==> config.mk <==
export PLATFORM = sky130hd
export DESIGN_NAME = ubtb_assoc
export DESIGN_NICKNAME = d
export VERILOG_FILES = /design/src/rtl/ubtb_assoc_pkg.sv /design/src/rtl/ubtb_assoc_plru.sv /design/src/rtl/ubtb_assoc.sv
export SDC_FILE = /design/constraint.sdc
export NUM_CORES = 1
export LEC_CHECK = 0
export CAP_MARGIN = 5
export CORE_ASPECT_RATIO = 0.6
export CORE_MARGIN = 3
export CORE_UTILIZATION = 35
export CTS_CLUSTER_SIZE = 12
export DETAILED_ROUTE_END_ITERATION = 10
export HOLD_SLACK_MARGIN = 0.08
export SYNTH_ARGS = -nofsm -noshare
export SYNTH_HDL_FRONTEND = slang
export SYNTH_SLANG_ARGS = --single-unit
==> constraint.sdc <==
create_clock -name i_clk -period 7 [get_ports i_clk]
set_input_delay 1.05 -clock i_clk [delete_from_list [all_inputs] [get_ports i_clk]]
set_output_delay 1.05 -clock i_clk [all_outputs]
set_load 0.02 [all_outputs]
==> src/rtl/ubtb_assoc_pkg.sv <==
// Shared types, default geometry and tag hashing for the set-associative micro-BTB.
package ubtb_assoc_pkg;

   localparam int unsigned UBTB_MXLEN   = 32;
   localparam int unsigned UBTB_SETS    = 16;
   localparam int unsigned UBTB_WAYS    = 2;
   localparam int unsigned UBTB_FETCH_W = 2;
   localparam int unsigned UBTB_TAG_W   = 8;

   localparam int unsigned UBTB_OFF_W  = (UBTB_FETCH_W > 1) ? $clog2(UBTB_FETCH_W) : 0;
   localparam int unsigned UBTB_SLOT_W = (UBTB_OFF_W > 0) ? UBTB_OFF_W : 1;
   localparam int unsigned UBTB_IDX_W  = $clog2(UBTB_SETS);

   // Entry layout for the default geometry
   typedef struct packed {
      logic                    valid;
      logic [UBTB_TAG_W-1:0]   tag;
      logic [UBTB_SLOT_W-1:0]  slot;
      logic [UBTB_MXLEN-1:0]   target;
   } ubtb_assoc_entry_t;

   // XOR-fold the PC bits above the index into tag_w-bit chunks (top chunk zero-extended)
   function automatic logic [63:0] ubtb_fold_tag(input logic [63:0] hi, input int unsigned tag_w);
      logic [63:0] r;
      r = '0;
      for (int i = 0; i < 64; i++) begin
         r[6'(32'(i) % tag_w)] = r[6'(32'(i) % tag_w)] ^ hi[i];
      end
      return r;
   endfunction

endpackage

==> src/rtl/ubtb_assoc_plru.sv <==
// Tree pseudo-LRU state for one set: touch marks a way MRU, victim points at the LRU leaf.
module ubtb_plru #(
   parameter int unsigned WAYS = 2
)(
   input  logic                     i_clk,
   input  logic                     i_rstn,
   input  logic                     i_touch,
   input  logic [$clog2(WAYS)-1:0]  i_touch_way,
   output logic [$clog2(WAYS)-1:0]  o_victim
);

   localparam int unsigned WAY_W  = $clog2(WAYS);
   localparam int unsigned NODE_N = WAYS - 1;

   // Node n has children 2n+1 / 2n+2; a bit of 1 steers the victim walk to the upper half
   logic [NODE_N-1:0] tree;
   logic [NODE_N-1:0] tree_nxt;

   // Nodes on the touched way's path are turned to point away from it
   for (genvar l = 0; l < WAY_W; l++) begin : g_lvl
      for (genvar p = 0; p < (1 << l); p++) begin : g_node
         localparam int unsigned N = (1 << l) - 1 + p;
         logic on_path;
         if (l == 0) begin : g_root
            assign on_path = 1'b1;
         end else begin : g_inner
            assign on_path = (32'(i_touch_way[WAY_W-1 -: l]) == 32'(p));
         end
         assign tree_nxt[N] = (i_touch && on_path) ? ~i_touch_way[WAY_W-1-l] : tree[N];
      end
   end

   // Walk from the root following the node bits to find the victim leaf
   for (genvar l = 0; l < WAY_W; l++) begin : g_vic
      logic [l:0] path;
      if (l == 0) begin : g_root
         assign path = tree[0];
      end else begin : g_inner
         logic [(1<<l)-1:0] lvl;
         assign lvl  = tree[(1<<l)-1 +: (1<<l)];
         assign path = {g_vic[l-1].path, lvl[g_vic[l-1].path]};
      end
   end

   assign o_victim = g_vic[WAY_W-1].path;

   // Tree state register
   always_ff @(posedge i_clk) begin
      if (!i_rstn) tree <= '0;
      else         tree <= tree_nxt;
   end

endmodule

==> src/rtl/ubtb_assoc.sv <==
// Set-associative micro-BTB: one-cycle lookup of the first predicted-taken slot in a fetch block.
module ubtb_assoc
   import ubtb_assoc_pkg::*;
#(
   parameter int unsigned MXLEN   = UBTB_MXLEN,
   parameter int unsigned SETS    = UBTB_SETS,
   parameter int unsigned WAYS    = UBTB_WAYS,
   parameter int unsigned FETCH_W = UBTB_FETCH_W,
   parameter int unsigned TAG_W   = UBTB_TAG_W
)(
   input  logic                                             i_clk,
   input  logic                                             i_rstn,
   input  logic                                             i_flush,
   input  logic                                             i_req_valid,
   input  logic [MXLEN-1:0]                                 i_req_pc,
   output logic                                             o_resp_valid,
   output logic                                             o_hit,
   output logic [((FETCH_W > 1) ? $clog2(FETCH_W) : 1)-1:0] o_hit_slot,
   output logic [MXLEN-1:0]                                 o_target,
   input  logic                                             i_upd_valid,
   input  logic [MXLEN-1:0]                                 i_upd_pc,
   input  logic                                             i_upd_taken,
   input  logic [MXLEN-1:0]                                 i_upd_target
);

   localparam int unsigned OFF_W  = (FETCH_W > 1) ? $clog2(FETCH_W) : 0;
   localparam int unsigned SLOT_W = (OFF_W > 0) ? OFF_W : 1;
   localparam int unsigned IDX_W  = $clog2(SETS);
   localparam int unsigned WAY_W  = $clog2(WAYS);

   typedef struct packed {
      logic               valid;
      logic [TAG_W-1:0]   tag;
      logic [SLOT_W-1:0]  slot;
      logic [MXLEN-1:0]   target;
   } entry_t;

   function automatic logic [SLOT_W-1:0] pc_slot(input logic [MXLEN-1:0] pc);
      return SLOT_W'((pc >> 2) & MXLEN'((64'd1 << OFF_W) - 64'd1));
   endfunction

   function automatic logic [IDX_W-1:0] pc_idx(input logic [MXLEN-1:0] pc);
      return IDX_W'(pc >> (2 + OFF_W));
   endfunction

   function automatic logic [TAG_W-1:0] pc_tag(input logic [MXLEN-1:0] pc);
      return TAG_W'(ubtb_fold_tag(64'(pc >> (2 + OFF_W + IDX_W)), TAG_W));
   endfunction

   entry_t            entries [SETS][WAYS];
   logic [WAY_W-1:0]  victim  [SETS];

   logic [IDX_W-1:0]  req_idx;
   logic [TAG_W-1:0]  req_tag;
   logic [SLOT_W-1:0] req_slot;
   logic              req_hit;
   logic [WAY_W-1:0]  req_way;
   logic [SLOT_W-1:0] req_best_slot;
   logic [MXLEN-1:0]  req_tgt;

   logic [IDX_W-1:0]  upd_idx;
   logic [TAG_W-1:0]  upd_tag;
   logic [SLOT_W-1:0] upd_slot;
   logic              upd_match;
   logic [WAY_W-1:0]  upd_mway;
   logic              upd_inv;
   logic [WAY_W-1:0]  upd_iway;
   logic [WAY_W-1:0]  upd_way;
   logic              upd_write;
   logic              upd_clear;

   assign req_idx  = pc_idx(i_req_pc);
   assign req_tag  = pc_tag(i_req_pc);
   assign req_slot = pc_slot(i_req_pc);
   assign upd_idx  = pc_idx(i_upd_pc);
   assign upd_tag  = pc_tag(i_upd_pc);
   assign upd_slot = pc_slot(i_upd_pc);

   // Lookup: matching way with the smallest slot at/after the request slot, lowest way on ties
   always_comb begin
      req_hit       = 1'b0;
      req_way       = '0;
      req_best_slot = '0;
      req_tgt       = '0;
      for (int w = 0; w < WAYS; w++) begin
         if (entries[req_idx][WAY_W'(w)].valid &&
             entries[req_idx][WAY_W'(w)].tag == req_tag &&
             entries[req_idx][WAY_W'(w)].slot >= req_slot &&
             (!req_hit || entries[req_idx][WAY_W'(w)].slot < req_best_slot)) begin
            req_hit       = 1'b1;
            req_way       = WAY_W'(w);
            req_best_slot = entries[req_idx][WAY_W'(w)].slot;
            req_tgt       = entries[req_idx][WAY_W'(w)].target;
         end
      end
   end

   // Update way choice: exact {tag,slot} match, else first invalid way, else PLRU victim
   always_comb begin
      upd_match = 1'b0;
      upd_mway  = '0;
      upd_inv   = 1'b0;
      upd_iway  = '0;
      for (int w = 0; w < WAYS; w++) begin
         if (!upd_match && entries[upd_idx][WAY_W'(w)].valid &&
             entries[upd_idx][WAY_W'(w)].tag == upd_tag &&
             entries[upd_idx][WAY_W'(w)].slot == upd_slot) begin
            upd_match = 1'b1;
            upd_mway  = WAY_W'(w);
         end
         if (!upd_inv && !entries[upd_idx][WAY_W'(w)].valid) begin
            upd_inv  = 1'b1;
            upd_iway = WAY_W'(w);
         end
      end
      upd_way   = upd_match ? upd_mway : (upd_inv ? upd_iway : victim[upd_idx]);
      upd_write = i_upd_valid && !i_flush && i_upd_taken;
      upd_clear = i_upd_valid && !i_flush && !i_upd_taken && upd_match;
   end

   // Per-set replacement state; an update touch overrides a read-hit touch in the same set
   for (genvar s = 0; s < SETS; s++) begin : g_set
      logic             touch;
      logic [WAY_W-1:0] touch_way;
      always_comb begin
         touch     = 1'b0;
         touch_way = '0;
         if (!i_flush) begin
            if (upd_write && upd_idx == IDX_W'(s)) begin
               touch     = 1'b1;
               touch_way = upd_way;
            end else if (i_req_valid && req_hit && req_idx == IDX_W'(s)) begin
               touch     = 1'b1;
               touch_way = req_way;
            end
         end
      end

      ubtb_plru #(.WAYS(WAYS)) u_plru (
         .i_clk       (i_clk),
         .i_rstn      (i_rstn),
         .i_touch     (touch),
         .i_touch_way (touch_way),
         .o_victim    (victim[s])
      );
   end

   // Entry table: reset clears everything, flush drops valid bits, then train/allocate/deallocate
   always_ff @(posedge i_clk) begin
      if (!i_rstn) begin
         for (int s = 0; s < SETS; s++)
            for (int w = 0; w < WAYS; w++)
               entries[IDX_W'(s)][WAY_W'(w)] <= '0;
      end else if (i_flush) begin
         for (int s = 0; s < SETS; s++)
            for (int w = 0; w < WAYS; w++)
               entries[IDX_W'(s)][WAY_W'(w)].valid <= 1'b0;
      end else if (upd_write) begin
         entries[upd_idx][upd_way] <= '{valid: 1'b1, tag: upd_tag, slot: upd_slot,
                                        target: i_upd_target};
      end else if (upd_clear) begin
         entries[upd_idx][upd_way].valid <= 1'b0;
      end
   end

   // Registered response; flush squashes it
   always_ff @(posedge i_clk) begin
      if (!i_rstn) begin
         o_resp_valid <= 1'b0;
         o_hit        <= 1'b0;
         o_hit_slot   <= '0;
         o_target     <= '0;
      end else begin
         o_resp_valid <= i_req_valid && !i_flush;
         o_hit        <= i_req_valid && !i_flush && req_hit;
         o_hit_slot   <= (i_req_valid && !i_flush) ? req_best_slot : '0;
         o_target     <= (i_req_valid && !i_flush) ? req_tgt : '0;
      end
   end

endmodule

# Word-level counts from Yosys, hierarchy flattened
# Memory sizes are Yosys's and may differ from the RTL's.
# Cells that the tools add are included.
# op_classes
order_cmp,4
eq_ne,33
muxes,207
bitwise_logic,152
n_reduce_logical,50
# ops
op,count
84-bit two-way mux,4
1-bit two-way mux,197
1-bit OR,100
42-bit demux with 1-bit select,2
42-bit two-way mux,2
84-bit OR reduction,1
"4-bit == test, second input constant",16
1-bit logical AND,44
1-bit bitwise XOR,34
"4-bit by 3-bit == test with 1-bit output, second input constant",8
"4-bit by 2-bit == test with 1-bit output, second input constant",4
8-bit == test,2
1-bit NOT,16
"4-bit by 1-bit == test with 1-bit output, second input constant",2
4-bit logical NOT,2
"5-bit greater-or-equal comparator, second input constant",1
4-bit NOT with 5-bit output,1
1-bit binary-select mux with 4-bit select,1
4-bit two-way mux,1
3-bit AND reduction,1
"2-bit greater-or-equal comparator, second input constant",1
1-bit logical NOT,2
"2-bit by 1-bit less-than comparator with 1-bit output, second input constant",1
1-bit NOT with 2-bit output,1
2 further kinds,2
# totals
ff_bits,51
ram_bits,1344
output_inout_bits,35
elab_cells,467
n_memories,1
# memory_table
memory,depth,word_bits,read_ports,rd_clocked_by_memory_dff,write_ports,line,text
entries,16,84,2,0,16,ubtb_assoc.sv:50,entry_t entries [SETS][WAYS];

# Longest topological paths before layout
# Gate-level depths: netlist (run 1).
# depth
ltp_word,17
ltp_mapped,13

# By module
# From an unflattened synthesis (run 1), not the netlist that was laid out.
# unflattened
hier_cells,2440
hier_area_um2,37684.9
# by_module_without_submodules
module,instances,cells_each,area_each_um2,seq_area_each_um2
ubtb_assoc,1,2392,37144.4,20880.0
ubtb_plru,16,3,33.8,20.0

# Worst setup path after synthesis (run 1)
# OpenSTA, ideal clock, no wires.
# synth_timing
kind,input to register
start,input i_upd_pc[5]
end,memory entries[3][42] in the netlist's numbering (enable)
setup_ns,0.496
t_arrival_ns,5.869
required_time_ns,6.504
path_slack_ns,0.635
path_stages,10
n_path_buf,2
cell_sequence,clkbuf_1 mux4_2 mux2i_1 mux2i_1 xor2_1 o2111ai_1 a211oi_4 o21ai_2 clkbuf_1 o21ai_0
# synth_rtl
element,line,text
"start, declared",ubtb_assoc.sv:21,"input logic [MXLEN-1:0] i_upd_pc,"
"end, declared",ubtb_assoc.sv:50,

==> impl_metrics.py, run 1 <==
metrics = {
    "layout": {
        "fillers": 8890,
        "area_growth_pct": 13.3,
        "final_util": 0.401,
        "layout_commonest_cell": "edfxtp_1",
        "fin_nets": 2431,
        "final_cell_mix": "672 x edfxtp_1, 533 x and3_1, 216 x mux4_2",
        "layout-drive-gt1-share": 0.190,
    },
    "floorplanning": {
        "dieArea_um2": 104000,
        "initial_core_util": 0.354,
        "coreArea_um2": 98600,
        "die_h_um": 251,
        "die_w_um": 414,
        "row_count": 89,
        "ios": 137,
    },
    "clock_network": {
        "cts_hold_buf": 0,
        "clock-sinks": 723,
        "cts_buffer_depth": 3,
        "h-tree-depth": 3,
        "postCtsSetupRepairBufs": 0,
        "cts_buffers": 73,
        "cts.clk_slew.worst_paths_ps": 60,
        "cts_tree": "built",
        "root_buffer": "clkbuf_16",
        "clk_latency_ps": 640,
        "cts_resized": 0,
    },
    "logic_synthesis": {
        "syn_area_per_cell_um2": 15.1,
        "synth_edf_count": 672,
        "yosys_warnings": 0,
        "async_flop_share": 0,
        "synth-seq-cells": 723,
        "netlist_area_um2": 34900,
        "synthTopCellsByArea": "edfxtp_1 58%, mux4_2 14%, and3_1 9.6%",
        "syn_nets": 2413,
        "ys_seq_area_frac": 0.608,
        "yosys.cell_types.count": 67,
        "netlist.area_leader.share": 0.578,
        "yosysTopAreaCell": "edfxtp_1",
        "postSynthCellCount": 2311,
        "synth_flop_cell": "edfxtp_1",
    },
    "critical_path": {
        "slowest_stage": "buf_2",
        "cp.required_ps": 7300,
        "path_cells": "buf_2, buf_4, and2_1, a22oi_1, and3_1, nor3_1, nand4_1, a211oi_4, o21ai_4, o21ai_4, buf_4",
        "crit_arrival_ps": 5800,
        "critPathKind": "in2reg",
        "cp-end-kind": "flip-flop",
        "crit_path_start_kind": "input pin",
        "max_stage_delay_ps": 740,
        "crit_fanout": 28,
    },
    "power": {
        "seqPwrFrac": 0.513,
        "p_clk_frac": 0.382,
        "power_per_cell_area_nw_per_um2": 246,
        "leakage_uw": 0.0149,
        "intPower_uw": 7390,
        "netSwitchingFraction": 0.241,
        "p_sw_uw": 2350,
        "p_comb_frac": 0.105,
        "ir_worst_vdd_mv": 0.169,
    },
    "timing": {
        "finalCritPeriodShare": 0.786,
        "final-hold-violation-count": 0,
        "fmax_mhz": 182,
        "fin_setup_tns_ps": 0,
        "period_needed_ps": 5500,
        "skew_ps": 20.9,
        "setup_viol": 0,
        "drv_slew": 0,
        "setup_ws_ps": 1500,
        "worst_pin_slew_ps": 1200,
        "slew_headroom": 0.194,
        "rsz0062_at_grt": "false",
    },
    "placement": {
        "hpwlAfterDp_um": 58800,
        "numPortBuffers": 132,
        "routabilityCongestion": 0.875,
        "dpl_worst_slack_ps": 921,
    },
    "drt": {
        "wire_per_inst_um": 27.3,
        "routed_wl_um": 101000,
        "first_pass_iters": 5,
        "vias_per_cell": 5.86,
        "ant_nets": 0,
        "drcViolationCount": 0,
        "vias": 21688,
        "drt_iter0_drc": 2637,
    },
    "global_route": {
        "grt_pass1_vias": 21639,
        "grt_pass1_wl_um": 148000,
        "gr-total-overflow": 0,
        "antenna_found_initial": 2,
        "grt_max_degree": 149,
        "track_usage": 0.194,
    },
    "run_status": {
        "status": "complete, no violations",
    },
    "run": {
        "maxCapViolations": 0,
    },
    "worst_hold_path": {
        "hold_path_class": "reg2reg",
    },
}
==> metrics by stage <==
step | power, uW | hold slack [ps] | area (um^2) | std cells
final | 9730 | 576 | 39500 | 3704
after global routing | 10100 | 603 | 39500 | 3702
after CTS | 9790 | 579 | 39500 | 3702
after detailed placement | 6100 | 566 | 37300 | 3573
after global placement | 6070 | 548 | 37300 | 3573
after floorplan | 5710 | 530 | 34900 | 2311
==> Yosys cell counts (2+ instances only) <==
cell,number
a22o_1,4
mux2_2,9
clkbuf_1,163
and2_1,6
nor3_1,138
mux4_2,216
buf_4,11
o211a_1,14
nand2_1,28
a21oi_1,6
o22ai_1,4
nor4_2,4
a211oi_1,19
nand2b_1,10
buf_12,2
a2bb2oi_1,4
nand4_1,4
edfxtp_1,672
o221ai_1,2
o21ai_0,21
nand3_1,9
mux2i_1,67
mux2_1,3
a22oi_1,16
nor4_1,4
buf_6,56
buf_2,22
nor2b_1,46
nor2_1,56
inv_1,4
buf_8,4
a221oi_1,4
o21a_1,2
a221oi_2,2
a211o_1,15
xor2_1,14
xnor3_1,3
dfxtp_1,51
xnor2_1,28
and3_1,533
buf_1,9
==> registers in the layout (all words and copies together), names as in the netlist <==
register,count
entries,672
o_target,32
g_set.u_plru.o_victim,16
o_hit,1
o_hit_slot,1
o_resp_valid,1
==> final timing paths <==
kind                                                       startpoint                                    end  slack, ps  cells after the start
worst min-delay path            g_set[1].u_plru.o_victim$_SDFFE_PN0P_  g_set[1].u_plru.o_victim$_SDFFE_PN0P_        580                      2
worst max register to register           entries[1][75]$_SDFFCE_PN0P_                 o_target[9]$_SDFF_PN0_       3060                      8
worst min register to register  g_set[1].u_plru.o_victim$_SDFFE_PN0P_  g_set[1].u_plru.o_victim$_SDFFE_PN0P_        580                      2
worst max-delay path                                      i_upd_pc[4]          entries[11][77]$_SDFFCE_PN0P_       1500                     11
==> critical path, delay by kind of cell <==
| family | cells | cell delay, ps |
|---|---|---|
| AO/OA/AOI/OAI | 4 | 1610 |
| buffers and inverters | 3 | 1590 |
| AND/OR/NAND/NOR | 4 | 1510 |
==> power by group through the flow <==
stage / sequential [uW] / clock (uW) / combinational, uW
after floorplan: 5070 / 0 / 636
after global placement: 5070 / 0 / 1000
after detailed placement: 5080 / 0 / 1020
after CTS: 4990 / 3780 / 1020
after global routing: 5010 / 3960 / 1080
final: 4990 / 3720 / 1020
==> layout make-up <==
class / instances / area [um^2] / area share
Antenna cell: 2 / 5.00 / 0.000127
Clock buffer: 116 / 2080 / 0.0527
Clock inverter: 13 / 106 / 0.00269
Inverter: 5 / 18.8 / 0.000475
Multi-Input combinational cell: 1315 / 12400 / 0.315
Sequential cell: 723 / 21200 / 0.537
Tap cell: 1319 / 1650 / 0.0418
Timing Repair Buffer: 211 / 2020 / 0.0511
==> cell families (layout without fill, tap and decap cells) <==
group                     after synthesis  in the layout  share of synthesized area
AOI/OAI and AO/OA                     123            123                     0.0277
DFF                                   723            723                      0.608
xor gates and xnor gates               47             47                     0.0136
buffers and inverters                 273            345                     0.0456
other                                   0              2                          0
and+or+nand+nor                       849            849                      0.142
muxes                                 296            296                      0.163
==> metal layers <==
| metal | global-route usage | routed length, um | up-vias |
|---|---|---|---|
| met5 | 0 | 13 | - |
| met1 | 0.286 | 43600 | 11248 |
| met3 | 0.0537 | 11100 | 143 |
| met2 | 0.287 | 44800 | 1123 |
| li1 | - | - | 9172 |
| met4 | 0.0399 | 1750 | 2 |
Power figures use the tool's default switching activity.
==> run 2, diff against run 1 <==
==> constraint.sdc (replaced) <==
create_clock -name i_clk -period 5.7 [get_ports i_clk]
set_input_delay 0.855 -clock i_clk [delete_from_list [all_inputs] [get_ports i_clk]]
set_output_delay 0.855 -clock i_clk [all_outputs]
set_load 0.02 [all_outputs]
==> impl_metrics.py, run 2 (synthesized netlist as in run 1, its figures left out) <==
metrics = {
    "power": {
        "leakage_uw": 0.0150,
        "power_per_cell_area_nw_per_um2": 304,
        "power_uw": 12100,
        "ir_worst_vdd_mv": 0.222,
    },
    "global_route": {
        "antenna_found_initial": 5,
        "grt_pass1_wl_um": 152000,
        "track_usage": 0.201,
        "gr-total-overflow": 0,
        "grt_max_degree": 187,
        "grt_pass1_vias": 21965,
    },
    "drt": {
        "routed_wl_um": 105000,
        "vias_per_cell": 5.88,
        "drt_iter0_drc": 3038,
        "wire_per_inst_um": 28.0,
        "vias": 21925,
        "drcViolationCount": 0,
        "ant_nets": 0,
        "first_pass_iters": 5,
    },
    "placement": {
        "routabilityCongestion": 0.882,
        "dpl_worst_slack_ps": 738,
        "hpwlAfterDp_um": 60500,
        "numPortBuffers": 132,
    },
    "critical_path": {
        "critPathKind": "in2reg",
        "rr_worst_depth": 8,
        "path_cells": "buf_2, buf_4, mux2_1, o22ai_1, a221oi_2, xnor2_1, o41a_1, a211oi_4, o21ai_4, buf_12, o21ai_4, buf_4",
        "cp.required_ps": 6010,
        "max_stage_delay_ps": 590,
        "crit_path_start_kind": "input pin",
        "crit_arrival_ps": 4690,
        "slowest_stage": "buf_2",
        "crit_fanout": 42,
        "cp-end-kind": "flip-flop",
    },
    "worst_hold_path": {
        "hold_path_class": "reg2reg",
        "worstHoldPathCells": 2,
    },
    "timing": {
        "final-hold-violation-count": 0,
        "drv_slew": 0,
        "rsz0062_at_grt": "false",
        "whs_ps": 574,
        "setup_ws_ps": 1320,
        "slew_headroom": 0.127,
        "worst_pin_slew_ps": 1310,
        "finalCritPeriodShare": 0.769,
        "skew_ps": 33.2,
        "fmax_mhz": 228,
        "setup_viol": 0,
        "fin_setup_tns_ps": 0,
        "period_needed_ps": 4380,
    },
    "clock_network": {
        "cts.clk_slew.worst_paths_ps": 60,
        "h-tree-depth": 3,
        "cts_tree": "built",
        "clock-sinks": 723,
        "root_buffer": "clkbuf_16",
        "cts_resized": 0,
        "postCtsSetupRepairBufs": 0,
        "clk_latency_ps": 650,
        "cts_hold_buf": 0,
        "cts_buffers": 74,
        "cts_buffer_depth": 3,
    },
    "layout": {
        "final_cell_mix": "672 x edfxtp_1, 533 x and3_1, 216 x mux4_2",
        "largest_register_ffs": 672,
        "regArea_um2": 21200,
        "layout_commonest_cell": "edfxtp_1",
        "multiInputGateArea_um2": 12400,
        "fillers": 8894,
        "fin_nets": 2444,
        "regMostFlops": "entries",
        "area_growth_pct": 13.9,
        "layout-drive-gt1-share": 0.195,
    },
    "floorplanning": {
        "initial_core_util": 0.354,
        "row_count": 89,
        "die_h_um": 251,
        "die_w_um": 414,
        "ios": 137,
        "coreArea_um2": 98600,
        "dieArea_um2": 104000,
    },
    "run_status": {
        "status": "complete, no violations",
    },
    "run": {
        "maxCapViolations": 0,
    },
}
-- run 2: changes by cell type in the layout (fill, tap and decap cells not counted) --
| cell | previous run | this run |
|---|---|---|
| buf_12 | 10 | 17 |
| diode_2 | 2 | 9 |
| clkbuf_1 | 36 | 42 |
| buf_4 | 69 | 74 |
| clkbuf_8 | 6 | 2 |
| clkinv_1 | 5 | 2 |
| bufinv_16 | 0 | 2 |
| clkinv_2 | 2 | 4 |
| clkinv_4 | 0 | 2 |
| clkbuf_2 | 0 | 1 |
-- run 2: per-stage QoR --
| stage | util | area (um^2) | cells |
|---|---|---|---|
| after floorplan | - | 34900 | 2311 |
| after global placement | 0.380 | 37500 | 3584 |
| after detailed placement | 0.380 | 37500 | 3584 |
| after CTS | 0.403 | 39700 | 3719 |
| after global routing | 0.403 | 39700 | 3722 |
| final | 0.403 | 39800 | 3729 |
-- run 2: worst paths after layout --
path                                     startpoint                                      to  slack, ps
max                                     i_upd_pc[4]           entries[11][48]$_SDFFCE_PN0P_       1320
max reg2reg            entries[8][75]$_SDFFCE_PN0P_                  o_target[0]$_SDFF_PN0_       2010
min          g_set[11].u_plru.o_victim$_SDFFE_PN0P_  g_set[11].u_plru.o_victim$_SDFFE_PN0P_        570
min reg2reg  g_set[11].u_plru.o_victim$_SDFFE_PN0P_  g_set[11].u_plru.o_victim$_SDFFE_PN0P_        570
-- run 2: area by class of cell --
| class | instances | share of cell area |
|---|---|---|
| Inverter | 5 | 0.000472 |
| Sequential cell | 723 | 0.533 |
| Multi-Input combinational cell | 1315 | 0.313 |
| Antenna cell | 9 | 0.000566 |
| Clock buffer | 119 | 0.0516 |
| Clock inverter | 16 | 0.00459 |
| Timing Repair Buffer | 223 | 0.0552 |
| Tap cell | 1319 | 0.0415 |
-- run 2: power breakdown --
group | internal (uW) | total, uW | switching, uW
logic | 522 | 1290 | 771
registers | 6050 | 6130 | 82.6
clock network | 2580 | 4660 | 2080
-- run 2: critical path, delay by kind of cell --
family	cells	cell delay, ps
AO/OA/AOI/OAI	6	1780
XOR/XNOR	1	170
buffers and inverters	4	1470
multiplexers	1	360
-- run 2: routing by layer --
metal | GRT usage | share of wire
met1 | 0.295 | 0.43
met2 | 0.293 | 0.44
met3 | 0.0552 | 0.10
met4 | 0.0565 | 0.024
met5 | 0 | 0
==> run 3, diff against run 2 <==
==> constraint.sdc (replaced) <==
create_clock -name i_clk -period 4.3 [get_ports i_clk]
set_input_delay 0.645 -clock i_clk [delete_from_list [all_inputs] [get_ports i_clk]]
set_output_delay 0.645 -clock i_clk [all_outputs]
set_load 0.02 [all_outputs]
==> impl_metrics.py, run 3 (synthesized netlist as in run 1, its figures left out) <==
metrics = {
    "run_status": {
        "status": "complete, no violations",
    },
    "critical_path": {
        "reg2reg_to": "o_target[9]$_SDFF_PN0_",
        "crit_path_start_kind": "input pin",
        "cp.required_ps": 4640,
        "cp-end-kind": "flip-flop",
        "setup.worst_path.start": "i_upd_pc[6]",
        "rr_worst_depth": 8,
        "path_common_cell": "o21ai_4",
        "crit_fanout": 21,
        "slowest_stage": "buf_2",
        "crit_arrival_ps": 3960,
        "path_cells": "buf_2, mux2i_1, a22o_1, a221oi_1, xor2_1, nand4_1, a211oi_4, o21ai_4, buf_4, o21ai_4, buf_12",
        "max_stage_delay_ps": 570,
        "critPathKind": "in2reg",
        "rrSetupSlack_ps": 830,
        "r2r_start": "entries[12][79]$_SDFFCE_PN0P_",
    },
    "timing": {
        "setup_viol": 0,
        "fmax_mhz": 276,
        "drv_slew": 0,
        "period_needed_ps": 3630,
        "finalCritPeriodShare": 0.843,
        "skew_ps": 38.3,
        "worst_pin_slew_ps": 1210,
        "slew_headroom": 0.187,
        "final-hold-violation-count": 0,
        "rsz0062_at_grt": "false",
    },
    "clock_network": {
        "cts_buffer_depth": 3,
        "clock-sinks": 723,
        "postCtsSetupRepairBufs": 0,
        "cts_resized": 0,
        "cts_buffers": 73,
        "cts_hold_buf": 0,
        "root_buffer": "clkbuf_16",
        "cts.clk_slew.worst_paths_ps": 70,
        "cts_tree": "built",
        "clk_latency_ps": 660,
        "h-tree-depth": 3,
    },
    "drt": {
        "routed_wl_um": 106000,
        "top_layer_used": "met5",
        "wl_met1_um": 44200,
        "ant_nets": 0,
        "met3_length_um": 13500,
        "wire_per_inst_um": 27.9,
        "met2WireLength_um": 46100,
        "first_pass_iters": 5,
        "vias_per_cell": 5.87,
        "drcViolationCount": 0,
        "vias": 22269,
        "drt_iter0_drc": 3113,
    },
    "layout": {
        "final_cells": 3796,
        "multiInputGateArea_um2": 12400,
        "regArea_um2": 21200,
        "regMostFlops": "entries",
        "layout_commonest_cell": "edfxtp_1",
        "area_growth_pct": 17.0,
        "fin_area_um2": 40800,
        "fillers": 8855,
        "final_cell_mix": "672 x edfxtp_1, 533 x and3_1, 216 x mux4_2",
        "fin_nets": 2522,
        "layout-drive-gt1-share": 0.219,
        "largest_register_ffs": 672,
    },
    "floorplanning": {
        "die_w_um": 414,
        "coreArea_um2": 98600,
        "initial_core_util": 0.354,
        "ios": 137,
        "row_count": 89,
        "dieArea_um2": 104000,
        "die_h_um": 251,
    },
    "worst_hold_path": {
        "min_from": "i_req_pc[3]",
        "hold_path_class": "in2reg",
        "hold_path_end": "g_set[14].u_plru.o_victim$_SDFFE_PN0P_",
        "worstHoldPathCells": 4,
    },
    "placement": {
        "numPortBuffers": 132,
        "placed_area_um2": 38600,
        "place_inst": 3664,
        "hpwlAfterDp_um": 65400,
        "routabilityCongestion": 0.869,
    },
    "power": {
        "ir_worst_vdd_mv": 0.322,
        "power_per_cell_area_nw_per_um2": 393,
        "leakage_uw": 0.0155,
    },
    "run": {
        "maxCapViolations": 0,
    },
    "global_route": {
        "grt_max_degree": 105,
        "gr-total-overflow": 0,
        "grt_pass1_vias": 22107,
        "antenna_found_initial": 8,
        "track_usage": 0.203,
        "grt_pass1_wl_um": 153000,
    },
}
[run 3: cell types whose count changed in the layout (fill, tap and decap cells not counted), moves of 2 or more]
| cell | change |
|---|---|
| buf_12 | +42 |
| buf_4 | +37 |
| clkbuf_1 | -2 |
| clkbuf_16 | -2 |
| clkbuf_8 | +3 |
| clkinv_1 | +2 |
| clkinv_2 | -2 |
| clkinv_4 | -2 |
| diode_2 | -7 |
[run 3: report_power, final]
part           internal (uW)  switching, uW  total (uW)  leakage (uW)
logic                    777           1050        1830       0.00765
clock network           3380           2730        6110       0.00106
registers               8010            109        8120       0.00680
[run 3: metal layers]
layer | global-route usage | vias up
li1 | - | 9390
met1 | 0.301 | 11412
met2 | 0.294 | 1294
met3 | 0.0591 | 171
met4 | 0.0481 | 2
met5 | 0 | -
[run 3: through the flow]
stage / total power, uW / hold slack [ps] / setup WS, ps / setup TNS [ps] / util
global placement: 10000 / 551 / 153 / 0 / 0.392
finish: 16100 / 427 / 674 / 0 / 0.414
global route: 16500 / 432 / 579 / 0 / 0.414
detailed placement: 10100 / 564 / 132 / 0 / 0.392
CTS: 16100 / 382 / 828 / 0 / 0.414
floorplan: 9280 / 530 / -583 / -378900 / -
[run 3: critical path: cells and delay by family]
family | cells | cell delay, ps
buf+inv | 3 | 1000
compound gates | 5 | 1390
simple gates | 1 | 240
mux | 1 | 180
xor+xnor | 1 | 470
[run 3: worst max path at each step]
stage | endpoint | depth (start not counted)
2_1_floorplan | entries[10][42]$_SDFFCE_PN0P_ | 10
3_3_place_gp | entries[2][59]$_SDFFCE_PN0P_ | 11
3_5_place_dp | entries[6][78]$_SDFFCE_PN0P_ | 12
4_1_cts | entries[6][78]$_SDFFCE_PN0P_ | 12
5_1_grt | entries[2][55]$_SDFFCE_PN0P_ | 11
6_report | entries[2][46]$_SDFFCE_PN0P_ | 11
[run 3: cell type report]
| type | instances | share of cell area |
|---|---|---|
| Sequential cell | 723 | 0.519 |
| Clock buffer | 117 | 0.0498 |
| Multi-Input combinational cell | 1315 | 0.305 |
| Antenna cell | 2 | 0.000123 |
| Inverter | 5 | 0.000460 |
| Tap cell | 1319 | 0.0404 |
| Clock inverter | 13 | 0.00408 |
| Timing Repair Buffer | 302 | 0.0812 |
==> RTL change (flow settings as in run 2) <==
Add an input register stage for `i_upd_pc`; this delays it by one clock. The other inputs are not delayed to match.
--- a/src/rtl/ubtb_assoc.sv
+++ b/src/rtl/ubtb_assoc.sv
@@ -34,6 +34,12 @@
       logic [SLOT_W-1:0]  slot;
       logic [MXLEN-1:0]   target;
    } entry_t;
+
+   logic [MXLEN-1:0] i_upd_pc_q;
+
+   always_ff @(posedge i_clk) begin
+      i_upd_pc_q <= i_upd_pc;
+   end
 
    function automatic logic [SLOT_W-1:0] pc_slot(input logic [MXLEN-1:0] pc);
       return SLOT_W'((pc >> 2) & MXLEN'((64'd1 << OFF_W) - 64'd1));
@@ -72,9 +78,9 @@
    assign req_idx  = pc_idx(i_req_pc);
    assign req_tag  = pc_tag(i_req_pc);
    assign req_slot = pc_slot(i_req_pc);
-   assign upd_idx  = pc_idx(i_upd_pc);
-   assign upd_tag  = pc_tag(i_upd_pc);
-   assign upd_slot = pc_slot(i_upd_pc);
+   assign upd_idx  = pc_idx(i_upd_pc_q);
+   assign upd_tag  = pc_tag(i_upd_pc_q);
+   assign upd_slot = pc_slot(i_upd_pc_q);
 
    // Lookup: matching way with the smallest slot at/after the request slot, lowest way on ties
    always_comb begin
Check against the original RTL: not settled (the Yosys comparison gave no result); the edit may change what the design does.
==> RTL change against run 2 <==
  * Die area up 2.5%
  * Synthesized area grew 2.5%
  * Cell area rose by 3.4%
  * Worst setup slack improved by 0.0057 ns
  * Wire length grew 7.1%
  * Power is essentially flat
  * Sequential cell count grew 30
  * Global-route usage rose by 0.84 points
  * Clock power grew 3%
==> RTL change: results (changes against run 2) <==
logic_synthesis:
  syn_inst: 2546  # +10%
  yosys-top-cells-area: "edfxtp_1 (56%), mux4_2 (14%), nor3b_1 (6.6%), dfxtp_1 (4.5%), nor2_1 (2.7%)"
  async_flop_share_pct: 0  # unchanged
  synth_nets: 2648  # +9.7%
  synth.distinct_cells: 60  # -10%
  synth_common_cells: "edfxtp_1 (672), nor3b_1 (315), nor2_1 (261)"
  synth-edff-count: 672  # unchanged
  synth.area.mux_share_pct: 16.1  # -0.25 points
  yosys_warnings: 0  # unchanged
  synthAdderAreaFrac_pct: 0  # unchanged
  synth_xor_area_share_pct: 1.27  # -0.097 points
  seq_area_frac_synth_pct: 60.9  # +0.17 points
  synth_compound_area_share_pct: 2.34  # -0.43 points
cts:
  path_clk_slew_ns: 0.06  # about the same
  cts_root_buf: "clkbuf_16"
  clockBufferDepth: 3  # unchanged
  cts_setup_buffers: 0  # unchanged
  htreeDepth: 3  # unchanged
  clk_latency_ns: 0.68  # +0.03 ns
  cts_resized: 0  # unchanged
  numCtsBuffers: 76  # +2.7%
routing:
  vias_per_cell: 5.86  # -0.40%
  drt_iter0_drc: 3620  # +19%
  drt_first_pass_iters: 6  # +1
  wl_per_cell_um: 28.0  # about the same
  routed_wl_um: 112000  # +7.1%
critical_path:
  cp_max_fo: 18  # -57%
  crit_arrival_ns: 4.73  # +0.04 ns
grt:
  grt_pass1_wl_um: 161000  # +5.7%
  grt_pass1_vias: 23300  # +6.0%
  antenna_found_initial: 5  # unchanged
  grt_max_degree: 209  # +12%
  grt_usage_pct: 21.0  # +0.84 points
power_and_ir_drop:
  swShare_pct: 23.8  # -0.53 points
  peakVddDrop_mv: 0.223  # +0.45%
  p_leak_nw: 14.2  # -5.3%
layout:
  drive_gt1_share_pct: 18.5  # -0.96 points
  fill_cells: 9153  # +2.9%
  top_regs: "entries (672), o_target (32), i_upd_pc_q (30)"
  final_nets: 2704  # +11%
sta:
  finClkSkew_ns: 0.0252  # -0.00798 ns
  tightestPinTransition_ns: 1.26  # -0.0468 ns
place:
  dp_hpwl_um: 63900  # +5.8%
  place.gp.congestion: 0.859  # -2.6%
  port_buffers: 132  # unchanged
  dp_cells: 3858  # +7.6%
  dpl_worst_slack_ns: 0.977  # +0.240 ns
outcome:
  status: "complete, no violations"
worst_hold_path:
  holdCritPathClass: "reg -> reg"
==> RTL change: changes by cell type after synthesis, sizes merged, moves of 15 or more <==
cell    change
nand2     +227
dfxtp      +30
clkbuf     -28
buf        +18
a211oi     -16
nor2      +204
nor3b     +314
a211o      -15
a21oi      +16
and3      -531
==> RTL change: metal layers <==
metal  track usage, %  wire length (µm)  up-vias
met5                0                30        -
met4             7.12              3410        4
met3             5.69             13500      242
met2             31.9             50400     1433
met1             29.1             44700    12000
li1                 -                 -     9752
==> RTL change: logic make-up after synthesis <==
family	after synthesis
flops	753
buf+inv	264
mux	289
compound gates	121
xor+xnor	50
simple gates	1069
==> RTL change: final timing paths <==
path	from	end	slack, ns	cells past startpoint
setup / recovery	i_upd_pc_q[3]$_DFF_P_	entries[12][69]$_SDFFCE_PN0P_	1.32	10
hold / removal	g_set[9].u_plru.o_victim$_SDFFE_PN0P_	g_set[9].u_plru.o_victim$_SDFFE_PN0P_	0.56	2
setup reg to reg	i_upd_pc_q[3]$_DFF_P_	entries[12][69]$_SDFFCE_PN0P_	1.32	10
hold reg to reg	g_set[9].u_plru.o_victim$_SDFFE_PN0P_	g_set[9].u_plru.o_victim$_SDFFE_PN0P_	0.56	2
==> RTL change: worst max-delay path, cell delays in order, from the launching register on <==
cell and delay, ns:
dfxtp_2 0.85, mux4_2 0.60, mux2i_1 0.19, xor2_1 0.09, or3b_2 0.53, a221oi_2 0.43, a31oi_4 0.19, buf_4 0.21
buf_4 0.21, o21ai_4 0.49, buf_12 0.25
==> RTL change: power by group through the flow <==
| stage | clock network (W) | logic [W] | registers [W] |
|---|---|---|---|
| final | 0.00482 | 0.00107 | 0.00620 |
| after global routing | 0.00512 | 0.00112 | 0.00621 |
| after CTS | 0.00491 | 0.00106 | 0.00620 |
| after global placement | 0 | 0.00105 | 0.00630 |
| after floorplan | 0 | 0.000646 | 0.00630 |
| after detailed placement | 0 | 0.00106 | 0.00631 |
==> RTL change: cell type report <==
type / count / area (µm²) / share of cell area, %
clock inverter: 14 / 163 / 0.396
sequential: 753 / 21800 / 53.0
antenna: 2 / 5.00 / 0.0122
clock buffer: 123 / 2140 / 5.20
tap: 1334 / 1670 / 4.06
inverter: 6 / 22.5 / 0.0548
timing repair buffer: 236 / 2310 / 5.62
multi-input combinational: 1529 / 13000 / 31.6
==> RTL change: metrics by stage <==
| stage | instance area, µm² | power, W |
|---|---|---|
| after floorplan | 35800 | 0.00695 |
| after global placement | 38800 | 0.00735 |
| after detailed placement | 38800 | 0.00737 |
| after CTS | 41100 | 0.0122 |
| after global routing | 41100 | 0.0124 |
| final | 41100 | 0.0121 |
